**config.mk**
```make
export PLATFORM = sky130hd
export DESIGN_NAME = lcd_read_fsm_flat
export DESIGN_NICKNAME = d
export VERILOG_FILES = /design/src/rtl/lcd_read_if.sv /design/src/rtl/lcd_read_fsm.sv /design/src/flat_wrapper.sv
export SDC_FILE = /design/constraint.sdc
export NUM_CORES = 1
export LEC_CHECK = 0
export ABC_AREA = 1
export CAP_MARGIN = 20
export CORE_UTILIZATION = 54
export DETAILED_ROUTE_END_ITERATION = 10
export PLACE_DENSITY = 0.82
export SLEW_MARGIN = 20
export SYNTH_ARGS = -nofsm -noshare
export SYNTH_HDL_FRONTEND = slang
export SYNTH_SLANG_ARGS = --single-unit
```
**constraint.sdc**
```tcl
create_clock -name clk -period 2.25 [get_ports clk]
set_clock_uncertainty 0.15 [all_clocks]
set_input_delay 0.225 -clock clk [delete_from_list [all_inputs] [get_ports clk]]
set_output_delay 0.225 -clock clk [all_outputs]
set_load 0.05 [all_outputs]
```
**src/rtl/lcd_read_if.sv**
```systemverilog
// Pin-level and handshake bundle for the Spartan 3E character-LCD read engine.
// The master drives requests and the LCD data pins. The slave (the read FSM) drives the strobes and results.
interface lcd_read_if;
  logic       start;
  logic       rs_sel;
  logic       poll;
  logic [3:0] SF_D_in;
  logic       LCD_E;
  logic       LCD_RS;
  logic       LCD_RW;
  logic       busy;
  logic [7:0] rd_data;
  logic       busy_flag;
  logic [6:0] addr;
  logic       valid;
  logic       timeout;

  modport master (
    output start, rs_sel, poll, SF_D_in,
    input  LCD_E, LCD_RS, LCD_RW, busy, rd_data, busy_flag, addr, valid, timeout
  );

  modport slave (
    input  start, rs_sel, poll, SF_D_in,
    output LCD_E, LCD_RS, LCD_RW, busy, rd_data, busy_flag, addr, valid, timeout
  );
endinterface

```
**src/rtl/lcd_read_fsm.sv**
```systemverilog
// 4-bit-mode LCD read engine: one upper/lower nibble read with RW=1, plus an
// optional busy-flag poll loop. It never drives SF_D. Pin strobes are registered from next state.
module lcd_read_fsm #(
  parameter int SETUP_CYC  = 2,
  parameter int E_HIGH_CYC = 12,
  parameter int HOLD_CYC   = 1,
  parameter int GAP_CYC    = 50,
  parameter int POLL_MAX   = 255,
  parameter int CNT_W      = 8
) (
  input logic   clk,
  input logic   reset,
  lcd_read_if.slave bus
);

  localparam int PC_W = $clog2(POLL_MAX + 1);

  localparam logic [3:0] S_IDLE        = 4'd0;
  localparam logic [3:0] S_SETUP_HIGH  = 4'd1;
  localparam logic [3:0] S_ACTIVE_HIGH = 4'd2;
  localparam logic [3:0] S_HOLD_HIGH   = 4'd3;
  localparam logic [3:0] S_GAP         = 4'd4;
  localparam logic [3:0] S_SETUP_LOW   = 4'd5;
  localparam logic [3:0] S_ACTIVE_LOW  = 4'd6;
  localparam logic [3:0] S_HOLD_LOW    = 4'd7;
  localparam logic [3:0] S_DONE        = 4'd8;

  localparam logic [CNT_W-1:0] SETUP_LAST = CNT_W'(SETUP_CYC - 1);
  localparam logic [CNT_W-1:0] E_LAST     = CNT_W'(E_HIGH_CYC - 1);
  localparam logic [CNT_W-1:0] HOLD_LAST  = CNT_W'(HOLD_CYC - 1);
  localparam logic [CNT_W-1:0] GAP_LAST   = CNT_W'(GAP_CYC - 1);
  localparam logic [PC_W-1:0]  POLL_LIM   = PC_W'(POLL_MAX);

  logic [3:0]       r_state;
  logic [CNT_W-1:0] r_cnt;
  logic [PC_W-1:0]  r_poll_cnt;
  logic             r_rs;
  logic             r_poll;
  logic             r_repeat;
  logic [7:0]       r_shift;

  logic             r_lcd_e;
  logic             r_lcd_rs;
  logic             r_lcd_rw;
  logic             r_busy;
  logic [7:0]       r_rd_data;
  logic             r_busy_flag;
  logic [6:0]       r_addr;
  logic             r_valid;
  logic             r_timeout;

  logic [3:0]       w_next;
  logic             w_rs;
  logic [PC_W-1:0]  w_poll_inc;
  logic             w_bf_set;
  logic             w_repeat;
  logic             w_timeout_hit;
  logic             w_accept;
  logic             w_publish;

  assign w_accept      = (r_state == S_IDLE) && bus.start;
  assign w_rs          = (r_state == S_IDLE) ? bus.rs_sel : r_rs;
  assign w_poll_inc    = r_poll_cnt + PC_W'(1);
  assign w_bf_set      = r_poll && r_shift[7];
  assign w_repeat      = w_bf_set && (w_poll_inc < POLL_LIM);
  assign w_timeout_hit = w_bf_set && !(w_poll_inc < POLL_LIM);
  assign w_publish     = (r_state == S_DONE) && !w_repeat;

  always_comb begin
    w_next = r_state;
    case (r_state)
      S_IDLE:        if (bus.start)          w_next = S_SETUP_HIGH;
      S_SETUP_HIGH:  if (r_cnt == SETUP_LAST) w_next = S_ACTIVE_HIGH;
      S_ACTIVE_HIGH: if (r_cnt == E_LAST)     w_next = S_HOLD_HIGH;
      S_HOLD_HIGH:   if (r_cnt == HOLD_LAST)  w_next = S_GAP;
      // The same gap serves both the inter-nibble pause and the poll re-read pause.
      S_GAP:         if (r_cnt == GAP_LAST)   w_next = r_repeat ? S_SETUP_HIGH : S_SETUP_LOW;
      S_SETUP_LOW:   if (r_cnt == SETUP_LAST) w_next = S_ACTIVE_LOW;
      S_ACTIVE_LOW:  if (r_cnt == E_LAST)     w_next = S_HOLD_LOW;
      S_HOLD_LOW:    if (r_cnt == HOLD_LAST)  w_next = S_DONE;
      S_DONE:        w_next = w_repeat ? S_GAP : S_IDLE;
      default:       w_next = S_IDLE;
    endcase
  end

  always_ff @(posedge clk) begin
    if (!reset) begin
      r_state    <= S_IDLE;
      r_cnt      <= '0;
      r_poll_cnt <= '0;
      r_rs       <= 1'b0;
      r_poll     <= 1'b0;
      r_repeat   <= 1'b0;
    end else begin
      r_state <= w_next;
      if (w_next != r_state || r_state == S_IDLE)
        r_cnt <= '0;
      else
        r_cnt <= r_cnt + CNT_W'(1);

      if (w_accept) begin
        r_rs       <= bus.rs_sel;
        r_poll     <= bus.poll && !bus.rs_sel;
        r_poll_cnt <= '0;
        r_repeat   <= 1'b0;
      end else if (r_state == S_DONE && w_repeat) begin
        r_poll_cnt <= w_poll_inc;
        r_repeat   <= 1'b1;
      end else if (r_state == S_GAP && w_next == S_SETUP_HIGH) begin
        r_repeat   <= 1'b0;
      end
    end
  end

  // Nibble capture happens on the final E-high cycle, so data settles for the full strobe.
  always_ff @(posedge clk) begin
    if (r_state == S_ACTIVE_HIGH && r_cnt == E_LAST)
      r_shift[7:4] <= bus.SF_D_in;
    if (r_state == S_ACTIVE_LOW && r_cnt == E_LAST)
      r_shift[3:0] <= bus.SF_D_in;
  end

  always_ff @(posedge clk) begin
    if (!reset) begin
      r_lcd_e  <= 1'b0;
      r_lcd_rs <= 1'b0;
      r_lcd_rw <= 1'b0;
      r_busy   <= 1'b0;
    end else begin
      r_lcd_e  <= (w_next == S_ACTIVE_HIGH) || (w_next == S_ACTIVE_LOW);
      r_lcd_rs <= (w_next != S_IDLE) && w_rs;
      r_lcd_rw <= (w_next != S_IDLE);
      r_busy   <= (w_next != S_IDLE);
    end
  end

  always_ff @(posedge clk) begin
    if (!reset) begin
      r_rd_data   <= '0;
      r_busy_flag <= 1'b0;
      r_addr      <= '0;
      r_valid     <= 1'b0;
      r_timeout   <= 1'b0;
    end else begin
      r_valid <= w_publish;
      if (w_accept)
        r_timeout <= 1'b0;
      else if (w_publish && w_timeout_hit)
        r_timeout <= 1'b1;
      if (w_publish) begin
        r_rd_data <= r_shift;
        if (!r_rs) begin
          r_busy_flag <= r_shift[7];
          r_addr      <= r_shift[6:0];
        end
      end
    end
  end

  assign bus.LCD_E     = r_lcd_e;
  assign bus.LCD_RS    = r_lcd_rs;
  assign bus.LCD_RW    = r_lcd_rw;
  assign bus.busy      = r_busy;
  assign bus.rd_data   = r_rd_data;
  assign bus.busy_flag = r_busy_flag;
  assign bus.addr      = r_addr;
  assign bus.valid     = r_valid;
  assign bus.timeout   = r_timeout;

endmodule

```
**src/flat_wrapper.sv**
```systemverilog
// flat-port wrapper written by rule: the top's interface ports become plain ports
module lcd_read_fsm_flat 
#(
  parameter int SETUP_CYC  = 2,
  parameter int E_HIGH_CYC = 12,
  parameter int HOLD_CYC   = 1,
  parameter int GAP_CYC    = 50,
  parameter int POLL_MAX   = 255,
  parameter int CNT_W      = 8
)
  (clk, reset, bus_start, bus_rs_sel, bus_poll, bus_SF_D_in, bus_LCD_E, bus_LCD_RS, bus_LCD_RW, bus_busy, bus_rd_data, bus_busy_flag, bus_addr, bus_valid, bus_timeout);
  lcd_read_if bus_i ();
  input logic clk;
  input logic reset;
  input wire logic [$bits(bus_i.start)-1:0] bus_start;
  input wire logic [$bits(bus_i.rs_sel)-1:0] bus_rs_sel;
  input wire logic [$bits(bus_i.poll)-1:0] bus_poll;
  input wire logic [$bits(bus_i.SF_D_in)-1:0] bus_SF_D_in;
  output wire logic [$bits(bus_i.LCD_E)-1:0] bus_LCD_E;
  output wire logic [$bits(bus_i.LCD_RS)-1:0] bus_LCD_RS;
  output wire logic [$bits(bus_i.LCD_RW)-1:0] bus_LCD_RW;
  output wire logic [$bits(bus_i.busy)-1:0] bus_busy;
  output wire logic [$bits(bus_i.rd_data)-1:0] bus_rd_data;
  output wire logic [$bits(bus_i.busy_flag)-1:0] bus_busy_flag;
  output wire logic [$bits(bus_i.addr)-1:0] bus_addr;
  output wire logic [$bits(bus_i.valid)-1:0] bus_valid;
  output wire logic [$bits(bus_i.timeout)-1:0] bus_timeout;
  assign bus_i.start = bus_start;
  assign bus_i.rs_sel = bus_rs_sel;
  assign bus_i.poll = bus_poll;
  assign bus_i.SF_D_in = bus_SF_D_in;
  assign bus_LCD_E = bus_i.LCD_E;
  assign bus_LCD_RS = bus_i.LCD_RS;
  assign bus_LCD_RW = bus_i.LCD_RW;
  assign bus_busy = bus_i.busy;
  assign bus_rd_data = bus_i.rd_data;
  assign bus_busy_flag = bus_i.busy_flag;
  assign bus_addr = bus_i.addr;
  assign bus_valid = bus_i.valid;
  assign bus_timeout = bus_i.timeout;
  lcd_read_fsm #(.SETUP_CYC(SETUP_CYC), .E_HIGH_CYC(E_HIGH_CYC), .HOLD_CYC(HOLD_CYC), .GAP_CYC(GAP_CYC), .POLL_MAX(POLL_MAX), .CNT_W(CNT_W)) u_core (.clk(clk), .reset(reset), .bus(bus_i));
endmodule
```
# Yosys cells after proc, flatten, opt, wreduce, memory -nomap -nowiden
# Cells that the tools add are included.
[op_classes] n_addsub=2 magnitude_cmp=1 reduce_logical=24 mux=14 eq_ne=15 bitwise=2
[ops] operator="$pmux 4 s9" count=1
[ops] operator="$mux 4" count=8
[ops] operator="$eq 4x3->1 const B" count=5
[ops] operator="$add 8x1->8 const B" count=2
[ops] operator="$eq 4x2->1 const B" count=3
[ops] operator="$logic_and 1x1->1" count=12
[ops] operator="$eq 4x1->1 const B" count=2
[ops] operator="$eq 8x1->1 const B" count=1
[ops] operator="$eq 8x4->1 const B" count=1
[ops] operator="$eq 8x6->1 const B" count=1
[ops] operator="$logic_not 8->1" count=1
[ops] operator="$lt 8x8->1 const B" count=1
[ops] operator="$mux 3" count=2
[ops] operator="$eq 4x4->1 const B" count=1
[ops] operator="$logic_not 4->1" count=1
[ops] operator="$ne 4x4->1" count=1
[ops] operator="$reduce_bool 4->1" count=1
[ops] operator="$reduce_or 2->1" count=2
[ops] operator="$logic_not 1->1" count=3
[ops] operator="$mux 1" count=3
[ops] operator="$logic_or 1x1->1" count=2
[ops] operator="$not 1->1" count=2
[ops] operator="$reduce_and 2->1" count=1
[ops] operator="$reduce_bool 2->1" count=1
[word_totals] wordCells=74 reg_bits=52 in_bits=9 output_inout_bits=22

# Longest topological paths before layout
# Gate-level depths: netlist of the first run.
[logic_depth] depth_word=9 mapped_depth=11 mapped_depth_nobuf=11

# Worst setup path after synthesis of the first run
# OpenSTA, ideal clock, no wires.
[synth_path] path_kind="register to register" from="register u_core.r_poll_cnt[0]" to="register u_core.r_rd_data[0], in the netlist u_core.bus.rd_data[0]" path_slack_ns=0.492 synth_period_minus_slack_ns=1.758 path_buffers=0 required_time_ns=1.984 t_arrival_ns=1.492 stages_incl_launch_ff=11 setup_ns=0.116 path_cell_list="dfxtp_1 ha_1 nand3_2 nor2_1 nand2_1 nand2_1 nand4_4 nand2_4 nand2_4 o21ai_0 nor2_1"
[synth_between] elab_chain_len=5
[synth_lines] item="from (decl)" line="lcd_read_fsm.sv:36" text="logic [PC_W-1:0] r_poll_cnt;"
[synth_lines] item="from (signal assigned)" line="lcd_read_fsm.sv:107" text="r_poll_cnt <= w_poll_inc;"
[synth_lines] item="$add 8x1->8" line="lcd_read_fsm.sv:63" text="assign w_poll_inc = r_poll_cnt + PC_W'(1);"
[synth_lines] item="$lt 8x8->1" line="lcd_read_fsm.sv:65" text="assign w_repeat = w_bf_set && (w_poll_inc < POLL_LIM);"
[synth_lines] item="$logic_and 1x1->1" line="lcd_read_fsm.sv:65"
[synth_lines] item="$logic_not 1->1" line="lcd_read_fsm.sv:67" text="assign w_publish = (r_state == S_DONE) && !w_repeat;"
[synth_lines] item="$logic_and 1x1->1" line="lcd_read_fsm.sv:67"
[synth_lines] item="to (signal assigned)" line="lcd_read_fsm.sv:151" text="r_rd_data <= r_shift;"
[synth_lines] item="to (decl)" line="lcd_read_fsm.sv:46" text="logic [7:0] r_rd_data;"
# No other way between the ends.
# A chain may end at the register's enable or synchronous reset.

# Worst setup path in the final report of the first run
[layout_path] from="register u_core.r_poll_cnt[0]" to="register u_core.r_poll_cnt[1]"
[layout_between] elab_chain_len=4
[layout_lines] item="$add 8x1->8 (*)" line="lcd_read_fsm.sv:63"
[layout_lines] item="$lt 8x8->1" line="lcd_read_fsm.sv:65"
[layout_lines] item="$logic_and 1x1->1" line="lcd_read_fsm.sv:65"
[layout_lines] item="$logic_and 1x1->1" line="lcd_read_fsm.sv:106" text="end else if (r_state == S_DONE && w_repeat) begin"
# Every way passes the cells marked *; elsewhere a longest branch is shown, timed or not.

==> reports/qor.csv, run 1 <==
stage,metric,value,unit
worst_setup_path,crit start category,flip-flop,
power_and_ir_drop,total power per unit cell area,600.3,nW/um^2
clock_tree,htree depth,2,
sta,worst rel slew slack,65.96,%
cells_and_area,n_diodes,0,
place,hpwl dp,3491,um
global_route,GRT overflow,0,
power_and_ir_drop,Comb pwr share,7.4,%
power_and_ir_drop,Sw Pwr,0.3882,mW
global_route,largest net degree at the start of global routing,16,
floorplanning,row count,23,
clock_tree,clk buf depth,2,
global_route,global-route wire length before repair,7817,um
detailed_routing,drc violations,0,
power_and_ir_drop,Lkg Pwr,1.161,nW
floorplanning,die height,68.65,um
run_status,outcome,"finished, final reports clean",
logic_synthesis,synth top area cells,"dfxtp_1 37%, edfxtp_1 10%, nor2_1 9.2%",
sta,Max Fclk,497.8,MHz
clock_tree,CTS Sinks,52,
detailed_routing,Avg WL per Cell,12.03,um
detailed_routing,1st-iter DRT viols,220,
place,routability cong.,0.8925,
clock_tree,Num CTS Buffers,5,
detailed_routing,DR vias/cell,5.028,
sta,fin crit period,2009,ps
floorplanning,core box area,4144,sq um
cells_and_area,fin nets,360,
floorplanning,die width,68.65,um
clock_tree,worst skew pair latency,300,ps
floorplanning,Initial Utilization,57.88,%
sta,worst slew pin tran,509.0,ps
logic_synthesis,syn nets,325,
logic_synthesis,cell area after synthesis,2399,sq um
floorplanning,die area,4712,sq um
sta,RSZ-0062 raised after global routing,false,
power_and_ir_drop,Max VDD drop,0.4605,mV
cells_and_area,"commonest non-fill, non-tap cell in the layout",nor2_1,
worst_setup_path,CP endpoint kind,flip-flop,
worst_setup_path,Critical Path Slowest Stage Cell,dfxtp_1,
detailed_routing,WL final,4776,um
worst_setup_path,"CP delay by family, top",simple AND/OR/NAND/NOR gates,
logic_synthesis,"area leader, netlist",dfxtp_1,
worst_setup_path,Max stage delay on crit path,440,ps
run,Max Cap Viol,0,
sta,final period utilization,89.28,%
global_route,Total GRT Usage,22.70,%
place,port bufs,30,
worst_setup_path,crit path cell chain,"ha_1, nand3_2, nor2_1, nand2_1, nand2_1, nand4_4, nand2_2, inv_2, o21ai_0, a21oi_1",
logic_synthesis,post-synth cell types,36,
clock_tree,Post-CTS Setup Inserts,0,
logic_synthesis,"Seq/Total Area, Yosys",46.74,%
logic_synthesis,share of Yosys cell area claimed by the top area cell type,36.72,%
sta,Post-Route Setup TNS,0,ps
global_route,initial antenna violation count,0,
clock_tree,post-cts resize count,0,
clock_tree,Root Driver,clkbuf_8,
worst_setup_path,Worst Path Required,2300,ps
sta,fin. max-slew vios,0,
cells_and_area,area added between synthesis and finish,19.09,%
global_route,vias in the first global route,1749,
worst_setup_path,CP Max Fanout,14,
logic_synthesis,Synth Flop Type,dfxtp_1,
power_and_ir_drop,Flop pwr share,56.0,%
worst_setup_path,cell mode on critical path,nand2_1,
cells_and_area,layout cells sized above 1,7.493,%
power_and_ir_drop,"Power, Total",1.715,mW
sta,endpoints failing setup,0,
worst_setup_path,kind of critical path,flip-flop to flip-flop,
clock_tree,Hold Buf Count CTS,0,
logic_synthesis,Syn. warnings,0,
detailed_routing,antenna-violating nets left,0,
power_and_ir_drop,Internal,1.327,mW
floorplanning,IO Pins,31,
cells_and_area,"commonest non-fill, non-tap cells in the layout","59 x nor2_1, 57 x nand2_1, 45 x inv_1, 44 x dfxtp_1, 30 x clkdlybuf4s50_1",
power_and_ir_drop,sw frac,22.64,%
worst_setup_path,CP Data Arrival Time,2060,ps
logic_synthesis,ys async rst share,0,%
detailed_routing,Vias,1996,
logic_synthesis,"flops & latches, synth",52,
power_and_ir_drop,clock power share,36.6,%
sta,final hold viol count,0,
min_path,Min-Delay Path Class,flip-flop to flip-flop,
worst_setup_path,CP Buf/Inv Count,1,
logic_synthesis,Post-Syn Instances,311,
clock_tree,Worst-path clk slew,100,ps
logic_synthesis,"EDFF count, synth",8,
clock_tree,CTS tree,yes,
detailed_routing,Pre-antenna DRT Iters,4,
logic_synthesis,Avg Inst Size Synth,7.712,sq um
logic make-up after synthesis:
kind of cell,Yosys count,share of synthesized area [%]
buffers and inverters,52,8.867
XOR/XNOR,7,2.556
adder cells (fa/ha/maj),5,2.608
AND/OR/NAND/NOR,160,31.09
flip-flops,52,46.74
AO/OA/AOI/OAI,35,8.138
state kept, by name, indices dropped and copies added, names as in the netlist, 4 cells and up:
| name | flops |
|---|---|
| u_core.bus.rd_data | 8 |
| u_core.r_cnt | 8 |
| u_core.r_poll_cnt | 8 |
| u_core.r_shift | 8 |
| u_core.bus.addr | 7 |
| u_core.r_state | 4 |
power by group through the flow:
stage / Clock, mW / Combinational [mW] / Sequential (mW)
after global placement: 0 / 0.123 / 0.981
after global routing: 0.681 / 0.139 / 0.961
after floorplan: 0 / 0.0703 / 0.992
final: 0.628 / 0.127 / 0.960
after CTS: 0.644 / 0.127 / 0.959
after detailed placement: 0 / 0.125 / 0.981
per-layer routing:
| layer | share of wire (%) | global-route usage [%] |
|---|---|---|
| met5 | 0 | 0 |
| met4 | 1.5 | 7.813 |
| met3 | 3.9 | 4.934 |
| met2 | 47 | 35.91 |
| met1 | 48 | 30.48 |
layout make-up:
cell class / instances / area (sq um)
repair buffers: 32 / 315.3
flip-flops and latches: 52 / 1121
inverters: 48 / 185.2
well taps: 50 / 62.56
fillers: 381 / 1287
multi-input cells: 207 / 1065
clock inverters: 2 / 35.03
clock buffers: 6 / 72.57
metrics by stage:
step	util [%]	std cells	area, sq um	hold slack [ps]	setup WS (ps)
2_1_floorplan	-	311	2399	173.9	492.2
3_3_place_gp	66.33	389	2749	297.0	316.4
3_5_place_dp	66.33	389	2749	297.4	253.1
4_1_cts	68.93	397	2856	319.3	235.5
5_1_grt	68.93	397	2856	345.2	16.42
6_report	68.93	397	2856	318.6	241.1
cells in the mapped netlist (2+ instances only):
| library cell | number |
|---|---|
| a21oi_1 | 9 |
| dfxtp_1 | 44 |
| edfxtp_1 | 8 |
| ha_1 | 5 |
| inv_1 | 45 |
| nand2_1 | 57 |
| nand2_2 | 4 |
| nand2_4 | 2 |
| nand3_1 | 13 |
| nand3b_1 | 2 |
| nand4_1 | 10 |
| nor2_1 | 59 |
| nor2_2 | 3 |
| nor3_1 | 4 |
| o21ai_0 | 18 |
| o21ai_1 | 3 |
| xnor2_1 | 3 |
| xor2_1 | 4 |
final timing paths:
path,start,endpoint,slack [ps],cells past startpoint
worst min register to register,u_core.r_poll,u_core.r_poll,320,2
worst max-delay path,u_core.r_poll_cnt[0],u_core.r_poll_cnt[1],240,10
worst min-delay path,u_core.r_poll,u_core.r_poll,320,2
worst max register to register,u_core.r_poll_cnt[0],u_core.r_poll_cnt[1],240,10
worst register-to-register path, delay by kind of cell (launching register included):
kind	cells	cell delay, ps
adder cells (fa/ha/maj)	1	230
AND/OR/NAND/NOR	6	760
flip-flops	1	440
buffers and inverters	1	100
AO/OA/AOI/OAI	2	210
Power figures use the tool's default switching activity.
==> run 2, diff against run 1 <==
--- a/config.mk
+++ b/config.mk
@@ -7,9 +7,10 @@
 export LEC_CHECK = 0
 export ABC_AREA = 1
 export CAP_MARGIN = 20
-export CORE_UTILIZATION = 54
+export CORE_UTILIZATION = 59
 export DETAILED_ROUTE_END_ITERATION = 10
-export PLACE_DENSITY = 0.82
+export MAX_ROUTING_LAYER = met4
+export PLACE_DENSITY = 0.88
 export SLEW_MARGIN = 20
 export SYNTH_ARGS = -nofsm -noshare
 export SYNTH_HDL_FRONTEND = slang
==> constraint.sdc (replaced) <==
create_clock -name clk -period 2.45 [get_ports clk]
set_clock_uncertainty 0.15 [all_clocks]
set_input_delay 0.245 -clock clk [delete_from_list [all_inputs] [get_ports clk]]
set_output_delay 0.245 -clock clk [all_outputs]
set_load 0.05 [all_outputs]
==> reports/qor.csv, run 2 (synthesis gave the netlist of run 1 again) <==
stage,metric,value,unit
cells_and_area,area added between synthesis and finish,18.00,%
sta,RSZ-0062 raised after global routing,false,
worst_setup_path,CP Max Fanout,14,
worst_setup_path,Max stage delay on crit path,440,ps
power_and_ir_drop,Comb pwr share,7.7,%
worst_setup_path,CP Data Arrival Time,2090,ps
global_route,GRT overflow,0,
sta,fin crit period,2031,ps
power_and_ir_drop,Sw Pwr,0.3716,mW
min_path,Min-Delay Path Class,flip-flop to flip-flop,
power_and_ir_drop,Max VDD drop,0.4286,mV
sta,Hold WS,324.7,ps
detailed_routing,antenna-violating nets left,0,
global_route,largest net degree at the start of global routing,18,
place,Placed Area,2739,sq um
detailed_routing,DR vias/cell,5.178,
cells_and_area,n_diodes,0,
worst_setup_path,Worst Path Required,2500,ps
power_and_ir_drop,total power per unit cell area,526.6,nW/um^2
place,port bufs,30,
power_and_ir_drop,Internal,1.119,mW
cells_and_area,fin util,75.05,%
detailed_routing,Vias,2040,
global_route,global-route wire length before repair,8135,um
clock_tree,worst skew pair latency,310,ps
sta,fin. max-slew vios,0,
sta,final hold viol count,0,
cells_and_area,fin nets,359,
worst_setup_path,kind of critical path,flip-flop to flip-flop,
place,hpwl dp,3548,um
cells_and_area,"commonest non-fill, non-tap cells in the layout","59 x nor2_1, 57 x nand2_1, 45 x inv_1, 44 x dfxtp_1, 30 x clkdlybuf4s50_1",
detailed_routing,Avg WL per Cell,11.95,um
global_route,initial antenna violation count,0,
global_route,Total GRT Usage,25.57,%
sta,Post-Route Setup TNS,0,ps
clock_tree,Hold Buf Count CTS,0,
worst_setup_path,crit start category,flip-flop,
clock_tree,htree depth,2,
clock_tree,clk buf depth,2,
clock_tree,Num CTS Buffers,5,
sta,worst rel slew slack,65.68,%
worst_setup_path,"CP delay by family, top",simple AND/OR/NAND/NOR gates,
place,routability cong.,0.9609,
sta,endpoints failing setup,0,
worst_setup_path,critical path startpoint,u_core.r_poll_cnt[0],
worst_setup_path,CP endpoint kind,flip-flop,
worst_setup_path,CP Buf/Inv Count,1,
floorplanning,die area,4324,sq um
power_and_ir_drop,clock power share,33.2,%
cells_and_area,final non-filler cell area,2830,sq um
global_route,vias in the first global route,1916,
worst_setup_path,crit path cell chain,"ha_1, nand3_2, nor2_1, nand2_1, nand2_1, nand4_4, nand2_2, inv_2, o21ai_0, nor2_1",
floorplanning,row count,22,
cells_and_area,"commonest non-fill, non-tap cell in the layout",nor2_1,
clock_tree,CTS tree,yes,
run,Max Cap Viol,0,
clock_tree,CTS Sinks,52,
detailed_routing,WL final,4709,um
worst_setup_path,worst r2r src,u_core.r_poll_cnt[0],
floorplanning,die width,65.76,um
floorplanning,Initial Utilization,63.60,%
clock_tree,Root Driver,clkbuf_8,
clock_tree,post-cts resize count,0,
detailed_routing,1st-iter DRT viols,156,
min_path,hold_sp,u_core.bus.timeout,
clock_tree,Post-CTS Setup Inserts,0,
detailed_routing,drc violations,0,
power_and_ir_drop,"Power, Total",1.490,mW
power_and_ir_drop,sw frac,24.93,%
clock_tree,Worst-path clk slew,100,ps
cells_and_area,layout cells sized above 1,7.514,%
floorplanning,core box area,3771,sq um
run_status,outcome,"finished, final reports clean",
floorplanning,IO Pins,31,
sta,final period utilization,82.91,%
power_and_ir_drop,Lkg Pwr,1.150,nW
sta,Max Fclk,492.3,MHz
sta,worst slew pin tran,513.1,ps
detailed_routing,Pre-antenna DRT Iters,4,
floorplanning,die height,65.76,um
worst_setup_path,Critical Path Slowest Stage Cell,dfxtp_1,
power_and_ir_drop,Flop pwr share,59.1,%
[run 2: cell types whose count changed in the layout (fill, tap and decap cells not counted)]
cell / delta
inv_6: +1
buf_4: -1
clkinv_4: +1
bufinv_16: -1
clkbuf_1: -1
[run 2: layout make-up]
type	count	area, sq um
Clock buffer	5	68.82
Clock inverter	3	22.52
Fill cell	286	940.9
Inverter	48	185.2
Multi-Input combinational cell	207	1065
Sequential cell	52	1121
Tap cell	48	60.06
Timing Repair Buffer	31	307.8
[run 2: path summary, 6_finish.rpt]
check,to,slack [ps],depth (start not counted)
max,u_core.r_poll_cnt[2],420,10
min,u_core.bus.timeout,320,1
max reg2reg,u_core.r_poll_cnt[2],420,10
min reg2reg,u_core.bus.timeout,320,1
[run 2: per-stage QoR]
stage               setup WS [ps]  std cells
floorplan                   692.2        311
global placement            525.7        386
detailed placement          431.5        386
CTS                         408.3        394
global route                120.5        394
finish                      418.6        394
[run 2: worst register-to-register path, delay by kind of cell (launching register included)]
kind,cells,cell delay [ps]
and+or+nand+nor,7,840
DFF,1,440
adders and majority gates,1,240
AOI/OAI and AO/OA,1,170
buffers and inverters,1,100
[run 2: routing by layer]
metal  vias to the layer above  routed length [um]  share of wire, %  track usage [%]
met5                         -                   0                 0                -
met4                         0                  61               1.3            8.424
met3                         6                 208               4.4            4.688
met2                        55                2265                48            42.47
met1                       928                2174                46            31.19
li1                       1051                   -                 -                -
[run 2: power groups by stage]
stage	combinational, mW	clock, mW	sequential [mW]
global route	0.125	0.531	0.882
CTS	0.114	0.501	0.882
global placement	0.111	0	0.901
finish	0.114	0.495	0.881
floorplan	0.0645	0	0.911
detailed placement	0.113	0	0.901
